===== config.mk =====
export PLATFORM = sky130hd
export DESIGN_NAME = stimulus_conditioner
export DESIGN_NICKNAME = d
export VERILOG_FILES = /design/src/rtl/stimulus_conditioner.sv
export SDC_FILE = /design/constraint.sdc
export NUM_CORES = 1
export LEC_CHECK = 0
export CAP_MARGIN = 20
export CORE_MARGIN = 10
export CORE_UTILIZATION = 30
export DETAILED_ROUTE_END_ITERATION = 12
export HOLD_SLACK_MARGIN = 0.03
export PLACE_DENSITY = 0.53
export SLEW_MARGIN = 40
export SYNTH_ARGS = -nofsm -noshare
export SYNTH_HDL_FRONTEND = slang
export SYNTH_SLANG_ARGS = --single-unit

===== constraint.sdc =====
create_clock -name clk -period 3.13 [get_ports clk]
set_input_delay 0.626 -clock clk [delete_from_list [all_inputs] [get_ports clk]]
set_output_delay 0.626 -clock clk [all_outputs]
set_load 0.01 [all_outputs]

===== src/rtl/stimulus_conditioner.sv =====
// Per-channel stimulus conditioning: two-flop synchroniser, debounce, rising-edge latch,
// tick-aligned one-period delivery and habituation suppression for repeated stimuli.
module stimulus_conditioner #(
    parameter int N             = 7,
    parameter int DEBOUNCE      = 4,
    parameter int HABIT_LIMIT   = 3,
    parameter int HABIT_RECOVER = 8
) (
    input  logic         clk,
    input  logic         rst,
    input  logic [N-1:0] stimuli_raw,
    input  logic         tick,
    output logic [N-1:0] stimuli_out,
    output logic [N-1:0] habituated
);

    localparam int DW = $clog2(DEBOUNCE + 1);
    localparam int HW = $clog2(HABIT_LIMIT + 1);
    localparam int QW = $clog2(HABIT_RECOVER + 1);

    localparam logic [DW-1:0] D_LAST = DW'(DEBOUNCE - 1);
    localparam logic [HW-1:0] H_LAST = HW'(HABIT_LIMIT - 1);
    localparam logic [QW-1:0] Q_LAST = QW'(HABIT_RECOVER - 1);
    localparam logic [QW-1:0] Q_MAX  = QW'(HABIT_RECOVER);

    for (genvar i = 0; i < N; i++) begin : g_ch
        logic          sync1;
        logic          sync2;
        logic          deb;
        logic [DW-1:0] dcnt;
        logic          pending;
        logic          out_q;
        logic          hab_q;
        logic [HW-1:0] hcnt;
        logic [QW-1:0] qcnt;
        logic          rise;

        // Rise coincides with the edge on which deb takes the new high level.
        assign rise = (sync2 != deb) && (dcnt == D_LAST) && sync2;

        assign stimuli_out[i] = out_q;
        assign habituated[i]  = hab_q;

        always_ff @(posedge clk) begin
            if (rst) begin
                sync1   <= 1'b0;
                sync2   <= 1'b0;
                deb     <= 1'b0;
                dcnt    <= '0;
                pending <= 1'b0;
                out_q   <= 1'b0;
                hab_q   <= 1'b0;
                hcnt    <= '0;
                qcnt    <= '0;
            end else begin
                sync1 <= stimuli_raw[i];
                sync2 <= sync1;

                if (sync2 == deb) begin
                    dcnt <= '0;
                end else if (dcnt == D_LAST) begin
                    deb  <= sync2;
                    dcnt <= '0;
                end else begin
                    dcnt <= dcnt + 1'b1;
                end

                // An edge arriving on a tick cycle is kept for the following tick.
                pending <= (pending & ~tick) | rise;

                if (tick) begin
                    out_q <= pending & ~hab_q;
                    if (pending && !hab_q) begin
                        hcnt <= hcnt + 1'b1;
                        qcnt <= '0;
                        if (hcnt == H_LAST) begin
                            hab_q <= 1'b1;
                        end
                    end else if (pending) begin
                        qcnt <= '0;
                    end else if (hab_q && qcnt == Q_LAST) begin
                        hab_q <= 1'b0;
                        hcnt  <= '0;
                        qcnt  <= '0;
                    end else begin
                        if (qcnt != Q_MAX) begin
                            qcnt <= qcnt + 1'b1;
                        end
                        // A long quiet spell forgets earlier deliveries.
                        if (qcnt >= Q_LAST) begin
                            hcnt <= '0;
                        end
                    end
                end
            end
        end
    end

endmodule


Yosys cells after proc, flatten, opt, wreduce, memory -nomap -nowiden
Cells that the tools add are included.
{"block": "classes", "bitwise_logic": 36, "muxes": 84, "eq_ne": 56, "n_addsub": 21, "order_cmp": 7, "reduce_logical": 91}
{"cell": "2-to-1 mux 4 bit", "n": 28}
{"cell": "2-to-1 mux 2 bit", "n": 28}
{"cell": "adder 4 x 1 -> 4 bit (second input constant)", "n": 7}
{"cell": "equality test 4 x 3 -> 1 bit (second input constant)", "n": 7}
{"cell": "greater-or-equal comparator 4 x 3 -> 1 bit (second input constant)", "n": 7}
{"cell": "logical AND 1 bit", "n": 28}
{"cell": "2-to-1 mux 1 bit", "n": 28}
{"cell": "inequality test 2 x 1 -> 1 bit (second input constant)", "n": 14}
{"cell": "inequality test 4 bit (second input constant)", "n": 7}
{"cell": "AND reduction 2 bit", "n": 14}
{"cell": "AND reduction 4 bit", "n": 7}
{"cell": "nonzero test 4 bit", "n": 7}
{"cell": "adder 3 x 1 -> 3 bit (second input constant)", "n": 7}
{"cell": "equality test 3 x 2 -> 1 bit (second input constant)", "n": 7}
{"cell": "AND reduction 3 bit", "n": 7}
{"cell": "nonzero test 3 bit", "n": 7}
{"cell": "OR reduction 3 bit", "n": 7}
{"cell": "NOT 1 bit", "n": 15}
{"cell": "adder 2 x 1 -> 2 bit (second input constant)", "n": 7}
{"cell": "bitwise AND 1 bit", "n": 14}
{"cell": "equality test 2 bit (second input constant)", "n": 7}
{"cell": "nonzero test 2 bit", "n": 7}
{"cell": "equality test 1 bit", "n": 7}
{"cell": "logical NOT 1 bit", "n": 7}
{"cell": "other kinds (2)", "n": 14}
{"block": "word_totals", "elab_cells": 358, "register_bits": 105, "in_bits": 10, "out_inout_bits": 14}

Logic depth before layout (Yosys ltp)
Gate-level depths: netlist of the first run.
{"block": "logic_depth", "word_depth": 5, "mapped_depth": 5, "mapped_depth_nobuf": 5}

Worst setup path before layout of the first run
OpenSTA, ideal clock, no wires.
{"block": "synth_timing", "kind": "input-to-reg", "start": "input tick", "end": "register g_ch[2].qcnt[0]", "required_time_ps": 3060, "t_arrival_ps": 1381, "setup_time_ps": 70, "path_buffers": 1, "path_slack_ps": 1679, "stages": 4, "cell_sequence": "inv_2 -> buf_6 -> or4_1 -> a21oi_1"}
{"block": "synth_between", "elab_chain_cells": 1}
{"element": "start: declaration", "line": "12", "source": "input logic tick,"}
{"element": "AND reduction 2 bit (no source line)"}
{"element": "end signal: assignment", "line": "87", "source": "qcnt <= qcnt + 1'b1;"}
{"element": "end: declaration", "line": "35", "source": "logic [QW-1:0] qcnt;"}
Every way passes these cells.
A chain may end at the register's enable or synchronous reset.

Worst setup path after layout of the first run
{"block": "layout_timing", "start": "register g_ch[2].hab_q", "end": "output habituated[2]"}
{"element": "start: declaration", "line": "33", "source": "logic hab_q;"}
{"element": "start signal: assignment", "line": "52", "source": "hab_q <= 1'b0;"}
{"element": "start signal: assignment", "line": "77", "source": "hab_q <= 1'b1;"}
{"element": "start signal: assignment", "line": "82", "source": "hab_q <= 1'b0;"}
{"element": "end: declaration", "line": "14", "source": "output logic [N-1:0] habituated"}
No word-level cell between the ends.

==> results.yml, run 1 <==
sta:
  fmax_ghz: 0.497
  drv_slew: 0
  worst_slew_pin_slew_ns: 0.711
  timing.final.crit_period_ns: 2.01
  finalClockSkew_ns: 0.00419
  grt_setup_unrepaired: "no"
  setup_ws_ns: 1.12
  hold_viol: 0
  slew_headroom_pct: 52.0
  final-setup-viol-count: 0
  fin_setup_tns_ns: 0
  post-route-period-util_pct: 64.3
clock_tree:
  cts_tree: "yes"
  post_cts.repair.setup_buffers: 0
  cts_resized: 0
  cts_sinks: 105
  cts_buffers: 9
  clk_pin_slew_ns: 0.07
  cts-root-buf: "clkbuf_16"
  cts-hold-fix-buffers: 0
  h-tree-depth: 3
  clk_path_buf_depth: 2
  clk_latency_ns: 0.35
layout:
  seqCellArea_um2: 2100
  drive_gt1_share_pct: 7.16
  area_growth_pct: 12.2
  n_antenna_cell: 0
  multi_input_area_um2: 2470
  nets: 585
  fill_cells: 1677
placement:
  gp_congestion: 0.779
  port_buffers: 23
  dp_hpwl_um: 6160
  dp_slack_ns: 1.12
worst_setup_path:
  crit_family: "buffers and inverters"
  r2r_slack_ns: 1.56
  reg2reg_to: "g_ch[6].qcnt[2]"
  startpoint: "g_ch[2].hab_q"
  crit_path_start_kind: "flip-flop"
  regToRegStartpoint: "g_ch[6].qcnt[0]"
  end_kind: "output pin"
  critical_path.cell_chain: "clkdlybuf4s50_1"
  cp.arrival_ns: 1.39
  path_class: "flip-flop to output pin"
  critPathBufInv: 1
  crit_cells: 1
  reg2regPathDepth: 5
  critPathMaxStageDelay_ns: 0.60
  crit_fanout: 6
  crit_slowest_cell: "clkdlybuf4s50_1"
  worstPathRequired_ns: 2.50
  endpoint: "habituated[2]"
power_and_ir_drop:
  switching_share_pct: 23.9
  vdd_drop_max_mv: 0.412
  power_frac_seq_pct: 51.2
  cellPowerDensity_nw_per_um2: 494
  p_sw_mw: 0.656
  p_int_mw: 2.09
  power_frac_comb_pct: 6.3
  p_leak_nw: 1.99
  clockPowerShare_pct: 42.4
drt:
  top_layer: "met4"
  drc_errors: 0
  ant_nets: 0
  met3_length_um: 337
  wire_per_inst_um: 12.2
  num_vias: 3647
  first_iter_violations: 173
  routed_wl_um: 9310
  firstDrtPassIters: 4
  viasPerCell: 4.79
  met1Wirelength_um: 4570
  routed-wl-met2_um: 4320
floorplan:
  pin_count: 24
  fp-row-count: 46
  dieWidth_um: 148
  dieArea_um2: 22000
  initial_core_util_pct: 30.9
  die-height_um: 148
  core-area_um2: 16000
logic_synthesis:
  synth_ff_type: "dfxtp_1"
  synthesis.area_um2: 4950
  synth_edf_count: 0
  yosysWarnings: 0
  synth.top_cell.area_share_pct: 42.5
  synthTopCellsByArea: "dfxtp_1 42%, ha_1 8.8%, a21oi_1 4.6%"
  synth_top_area_cell: "dfxtp_1"
  ys_ff_latch: 105
  avgSynthCellArea_um2: 9.12
  syn_inst: 543
  synth_fp_nets: 588
  ys_seq_area_share_pct: 42.5
  synth.distinct_cells: 45
  async_flop_share_pct: 0
worst_hold_path:
  hold_start: "g_ch[4].dcnt[0]"
  hold_class: "flip-flop to flip-flop"
flow_run:
  maxCapViolCount: 0
global_route:
  grt_overflow: 0
  grt_pass1_wl_um: 16300
  grt_pass1_vias: 3509
  grt_max_degree: 56
  track_usage_pct: 8.81
  antenna_found_initial: 0
status:
  status: "finished, final reports clean"
-- state kept, by name (all words and copies together), names as in the netlist --
register	cells
g_ch.dcnt	21
g_ch.deb	7
g_ch.hab_q	7
g_ch.hcnt	14
g_ch.out_q	7
g_ch.pending	7
g_ch.qcnt	28
g_ch.sync1	7
g_ch.sync2	7
-- worst register-to-register path: cells and delay by family (launching register included) --
family          cells  cell delay [ns]
simple gates        2             0.83
compound gates      1             0.07
flops               1             0.35
buf+inv             1             0.07
fa+ha+maj           1             0.13
-- worst min path at each step --
| stage | endpoint | depth (start not counted) | slack, ns |
|---|---|---|---|
| floorplan | g_ch[0].dcnt[0] | 1 | 0.40 |
| global placement | g_ch[1].dcnt[0] | 1 | 0.41 |
| detailed placement | g_ch[0].dcnt[0] | 1 | 0.41 |
| CTS | g_ch[4].dcnt[0] | 1 | 0.43 |
| global route | g_ch[0].dcnt[0] | 1 | 0.44 |
| finish | g_ch[4].dcnt[0] | 1 | 0.42 |
-- synth_stat cells, drive strengths merged, types with 6 or more instances --
cell,number
nor2,35
nand2,36
o21ai,33
a21o,7
nand3b,13
nand4b,19
nor2b,18
nand4,7
mux2i,12
or3,9
xnor2,8
dfxtp,105
a21bo,7
inv,41
o31ai,8
clkbuf,13
ha,35
nor4bb,6
or2,6
a211oi,7
buf,28
a21oi,45
-- through the flow --
step / total power, mW / hold slack [ns] / cell area [µm²] / util (%) / std cells
3_3_place_gp: 1.60 / 0.406 / 5240 / 32.7 / 745
4_1_cts: 2.79 / 0.429 / 5550 / 34.7 / 761
3_5_place_dp: 1.61 / 0.415 / 5240 / 32.7 / 745
2_1_floorplan: 1.56 / 0.399 / 4950 / - / 543
6_report: 2.74 / 0.424 / 5550 / 34.7 / 761
5_1_grt: 2.88 / 0.440 / 5550 / 34.7 / 761
-- logic make-up (layout without fill, tap and decap cells) --
logic type	after synthesis	in the layout	synth area share (%)
xor+xnor	10	10	1.77
flops	105	105	42.5
mux	12	12	2.43
fa+ha+maj	35	35	8.85
compound gates	126	126	15.9
simple gates	173	173	20.9
buf+inv	82	84	7.76
-- power groups by stage --
stage	clock [mW]	sequential, mW	combinational, mW
final	1.16	1.40	0.174
after global routing	1.26	1.41	0.201
after CTS	1.21	1.40	0.176
after detailed placement	0	1.44	0.176
after global placement	0	1.43	0.168
after floorplan	0	1.43	0.136
-- placed cells by master, fill, tap and decap left out, types with 5 or more instances in the layout --
cell	count
a211oi_1	7
a21bo_2	7
a21o_1	7
a21oi_1	45
clkbuf_16	9
clkdlybuf4s50_1	21
dfxtp_1	105
ha_1	35
inv_1	40
mux2i_1	12
nand2_1	36
nand3b_1	13
nand4_1	7
nand4b_1	19
nand4bb_1	5
nor2_1	35
nor2b_1	18
nor4bb_1	5
o21ai_0	33
o311a_1	5
o31ai_1	8
or2_2	5
or3_1	9
xnor2_1	8
-- layer usage --
| metal | up-vias | GRT usage (%) |
|---|---|---|
| met2 | 42 | 14.4 |
| li1 | 1888 | - |
| met4 | 0 | 2.03 |
| met3 | 5 | 3.46 |
| met5 | - | 0 |
| met1 | 1712 | 10.6 |
-- final cells by class --
class | instances | share of cell area (%)
multi-input cells | 356 | 44.5
flip-flops and latches | 105 | 37.8
well taps | 216 | 4.87
clock inverters | 7 | 1.49
inverters | 41 | 2.77
clock buffers | 9 | 4.05
repair buffers | 27 | 4.51
Note: power is estimated with default switching activity, not from simulation.
==> run 2, diff against run 1 <==
==> constraint.sdc (replaced) <==
create_clock -name clk -period 2.1 [get_ports clk]
set_input_delay 0.42 -clock clk [delete_from_list [all_inputs] [get_ports clk]]
set_output_delay 0.42 -clock clk [all_outputs]
set_load 0.01 [all_outputs]
==> results.yml, run 2 (same netlist as run 1, synthesis figures left out) <==
power_and_ir_drop:
  p_total_mw: 3.97
  vdd_drop_max_mv: 0.482
  p_leak_nw: 1.99
  cellPowerDensity_nw_per_um2: 715
drt:
  ant_nets: 0
  num_vias: 3678
  met1Wirelength_um: 4720
  top_layer: "met4"
  routed_wl_um: 9590
  drc_errors: 0
  wire_per_inst_um: 12.6
  first_iter_violations: 280
  routed-wl-met2_um: 4480
  viasPerCell: 4.83
  firstDrtPassIters: 4
  met3_length_um: 349
floorplan:
  die-height_um: 148
  pin_count: 24
  initial_core_util_pct: 30.9
  dieArea_um2: 22000
  core-area_um2: 16000
  fp-row-count: 46
  dieWidth_um: 148
sta:
  hold_viol: 0
  drv_slew: 0
  fmax_ghz: 0.554
  grt_setup_unrepaired: "no"
  worst_slew_pin_slew_ns: 0.781
  finalClockSkew_ns: 0.00765
  holdWs_ns: 0.403
  final-setup-viol-count: 0
  post-route-period-util_pct: 86.0
  timing.final.crit_period_ns: 1.81
  slew_headroom_pct: 47.2
  fin_setup_tns_ns: 0
  setup_ws_ns: 0.294
clock_tree:
  post_cts.repair.setup_buffers: 0
  cts_sinks: 105
  clk_pin_slew_ns: 0.07
  cts-hold-fix-buffers: 0
  cts_resized: 0
  h-tree-depth: 3
  clk_path_buf_depth: 2
  cts_tree: "yes"
  clk_latency_ns: 0.35
  cts-root-buf: "clkbuf_16"
  cts_buffers: 9
worst_setup_path:
  end_kind: "output pin"
  crit_fanout: 6
  worstPathRequired_ns: 1.68
  critPathBufInv: 1
  crit_family: "buffers and inverters"
  critical_path.cell_chain: "clkdlybuf4s50_1"
  crit_slowest_cell: "clkdlybuf4s50_1"
  path_class: "flip-flop to output pin"
  cp.arrival_ns: 1.39
  critPathMaxStageDelay_ns: 0.59
  crit_path_start_kind: "flip-flop"
worst_hold_path:
  hold_class: "input port to flip-flop"
placement:
  dpl_cell_area_um2: 5270
  dp_hpwl_um: 6440
  dp_slack_ns: 0.473
  port_buffers: 23
  gp_congestion: 0.776
layout:
  largest_registers: "g_ch.qcnt x28, g_ch.dcnt x21, g_ch.hcnt x14"
  area_growth_pct: 12.2
  drive_gt1_share_pct: 6.78
  nets: 586
  top_register: "g_ch.qcnt"
  fin_area_um2: 5550
  n_antenna_cell: 0
  final_common_cell: "dfxtp_1"
  most-common-layout-cells: "105 x dfxtp_1, 45 x a21oi_1, 40 x inv_1, 36 x nand2_1"
  largest_register_ffs: 28
global_route:
  track_usage_pct: 8.84
  grt_overflow: 0
  grt_pass1_wl_um: 16300
  grt_max_degree: 56
  antenna_found_initial: 0
  grt_pass1_vias: 3476
status:
  status: "finished, final reports clean"
flow_run:
  maxCapViolCount: 0
[run 2: final cells by class]
cell class | count | area (µm²)
Sequential cell | 105 | 2100
Tap cell | 216 | 270
Inverter | 41 | 154
Fill cell | 1685 | 10400
Clock inverter | 4 | 35.0
Timing Repair Buffer | 28 | 283
Multi-Input combinational cell | 356 | 2460
Clock buffer | 12 | 246
[run 2: worst paths after layout]
kind	from	endpoint	slack, ns	depth (start not counted)
worst max-delay path	g_ch[2].hab_q	habituated[2]	0.29	1
worst min-delay path	rst	g_ch[5].deb	0.40	2
worst max register to register	g_ch[6].qcnt[0]	g_ch[6].qcnt[0]	0.40	5
worst min register to register	g_ch[0].dcnt[0]	g_ch[0].dcnt[0]	0.42	1
[run 2: per-stage QoR]
| stage | cells | util, % |
|---|---|---|
| finish | 762 | 34.7 |
| detailed placement | 746 | 33.0 |
| CTS | 762 | 34.7 |
| global route | 762 | 34.7 |
| global placement | 746 | 33.0 |
| floorplan | 543 | - |
[run 2: metal layers]
layer,vias up,global-route usage [%]
met5,-,0
met1,1745,10.9
met2,46,14.1
met4,0,2.23
li1,1883,-
met3,4,3.37
[run 2: report_power, final]
part | total (mW) | switching, mW | internal [mW]
combinational | 0.270 | 0.145 | 0.125
sequential | 2.10 | 0.0519 | 2.04
clock | 1.60 | 0.750 | 0.853
==> run 3, diff against run 2 <==
--- a/config.mk
+++ b/config.mk
@@ -8,9 +8,11 @@
 export CAP_MARGIN = 20
 export CORE_MARGIN = 10
 export CORE_UTILIZATION = 30
+export CTS_CLUSTER_SIZE = 14
 export DETAILED_ROUTE_END_ITERATION = 12
+export DONT_BUFFER_PORTS = 1
 export HOLD_SLACK_MARGIN = 0.03
-export PLACE_DENSITY = 0.53
+export PLACE_DENSITY = 0.52
 export SLEW_MARGIN = 40
 export SYNTH_ARGS = -nofsm -noshare
 export SYNTH_HDL_FRONTEND = slang
==> results.yml, run 3 (same netlist as run 1, synthesis figures left out) <==
status:
  status: "finished, final reports clean"
clock_tree:
  clk_path_buf_depth: 2
  clk_latency_ns: 0.35
  post_cts.repair.setup_buffers: 0
  clk_pin_slew_ns: 0.07
  cts-hold-fix-buffers: 0
  cts_buffers: 9
  cts_resized: 0
  cts-root-buf: "clkbuf_16"
  h-tree-depth: 3
  cts_tree: "yes"
  cts_sinks: 105
global_route:
  grt_pass1_vias: 3277
  grt_max_degree: 87
  antenna_found_initial: 0
  track_usage_pct: 8.40
  grt_pass1_wl_um: 15300
  grt_overflow: 0
worst_setup_path:
  r2r_slack_ns: 0.54
  crit_fanout: 6
  crit_slowest_cell: "nor4bb_1"
  critPathMaxStageDelay_ns: 0.62
  reg2regPathDepth: 5
  startpoint: "g_ch[2].qcnt[0]"
  critPathBufInv: 1
  worstPathRequired_ns: 2.39
  path_class: "flip-flop to flip-flop"
  crit_cells: 5
  crit_family: "simple AND/OR/NAND/NOR gates"
  cp.arrival_ns: 1.85
  regToRegStartpoint: "g_ch[2].qcnt[0]"
  critical_path.cell_chain: "inv_1 > ha_1 > nor4bb_1 > o21ai_0 > a21oi_1"
  end_kind: "flip-flop"
  crit_path_start_kind: "flip-flop"
sta:
  hold_viol: 0
  slew_headroom_pct: 52.2
  final-setup-viol-count: 0
  fin_setup_tns_ns: 0
  timing.final.crit_period_ns: 1.56
  holdWs_ns: 0.145
  finalClockSkew_ns: 0.00359
  drv_slew: 0
  fmax_ghz: 0.640
  grt_setup_unrepaired: "no"
  worst_slew_pin_slew_ns: 0.707
  post-route-period-util_pct: 74.4
floorplan:
  initial_core_util_pct: 30.9
  dieWidth_um: 148
  pin_count: 24
  fp-row-count: 46
  die-height_um: 148
  dieArea_um2: 22000
  core-area_um2: 16000
power_and_ir_drop:
  vdd_drop_max_mv: 0.447
  p_leak_nw: 1.89
  cellPowerDensity_nw_per_um2: 758
  p_total_mw: 4.02
layout:
  finalNonFillerCells: 734
  area_growth_pct: 7.18
  largest_registers: "g_ch.qcnt x28, g_ch.dcnt x21, g_ch.hcnt x14"
  drive_gt1_share_pct: 6.37
  largest_register_ffs: 28
  fill_cells: 1693
  top_register: "g_ch.qcnt"
  final_common_cell: "dfxtp_1"
  seqCellArea_um2: 2100
  nets: 558
  most-common-layout-cells: "105 x dfxtp_1, 45 x a21oi_1, 40 x inv_1, 36 x nand2_1"
  multi_input_area_um2: 2470
  n_antenna_cell: 0
drt:
  wire_per_inst_um: 12.5
  viasPerCell: 4.88
  firstDrtPassIters: 4
  drc_errors: 0
  first_iter_violations: 185
  num_vias: 3580
  routed_wl_um: 9140
  ant_nets: 0
placement:
  gp_congestion: 0.743
  dp_hpwl_um: 5860
  port_buffers: 0
  placedCellCount: 718
worst_hold_path:
  hold_path_depth: 1
  hold_class: "input port to flip-flop"
  hold_start: "rst"
flow_run:
  maxCapViolCount: 0
-- run 3: per-stage QoR --
stage | util [%] | setup WS, ns | instance area [µm²]
floorplan | - | 0.715 | 4950
CTS | 33.1 | 0.532 | 5300
global route | 33.2 | 0.318 | 5310
detailed placement | 31.2 | 0.567 | 4990
global placement | 31.2 | 0.615 | 4990
finish | 33.2 | 0.537 | 5310
-- run 3: path summary, 6_finish.rpt --
path / to
worst max-delay path: g_ch[2].qcnt[1]
worst min-delay path: g_ch[0].hcnt[0]
worst max register to register: g_ch[2].qcnt[1]
worst min register to register: g_ch[3].dcnt[0]
-- run 3: cell type report --
cell class,instances,share of cell area (%)
Clock buffer,9,4.25
Clock inverter,7,1.58
Inverter,41,2.90
Multi-Input combinational cell,356,46.6
Sequential cell,105,39.6
Tap cell,216,5.09
-- run 3: power breakdown --
group | switching [mW] | internal [mW] | leakage, nW
registers | 0.0507 | 2.04 | 0.852
logic | 0.0943 | 0.103 | 0.888
clock network | 0.781 | 0.947 | 0.149
-- run 3: per-layer routing --
| layer | wire length (µm) | track usage [%] | vias to the layer above |
|---|---|---|---|
| met1 | 4420 | 9.65 | 1703 |
| met2 | 4130 | 13.5 | 36 |
| met3 | 444 | 3.52 | 9 |
| met5 | 0 | 0 | - |
| li1 | - | - | 1832 |
| met4 | 146 | 3.47 | 0 |
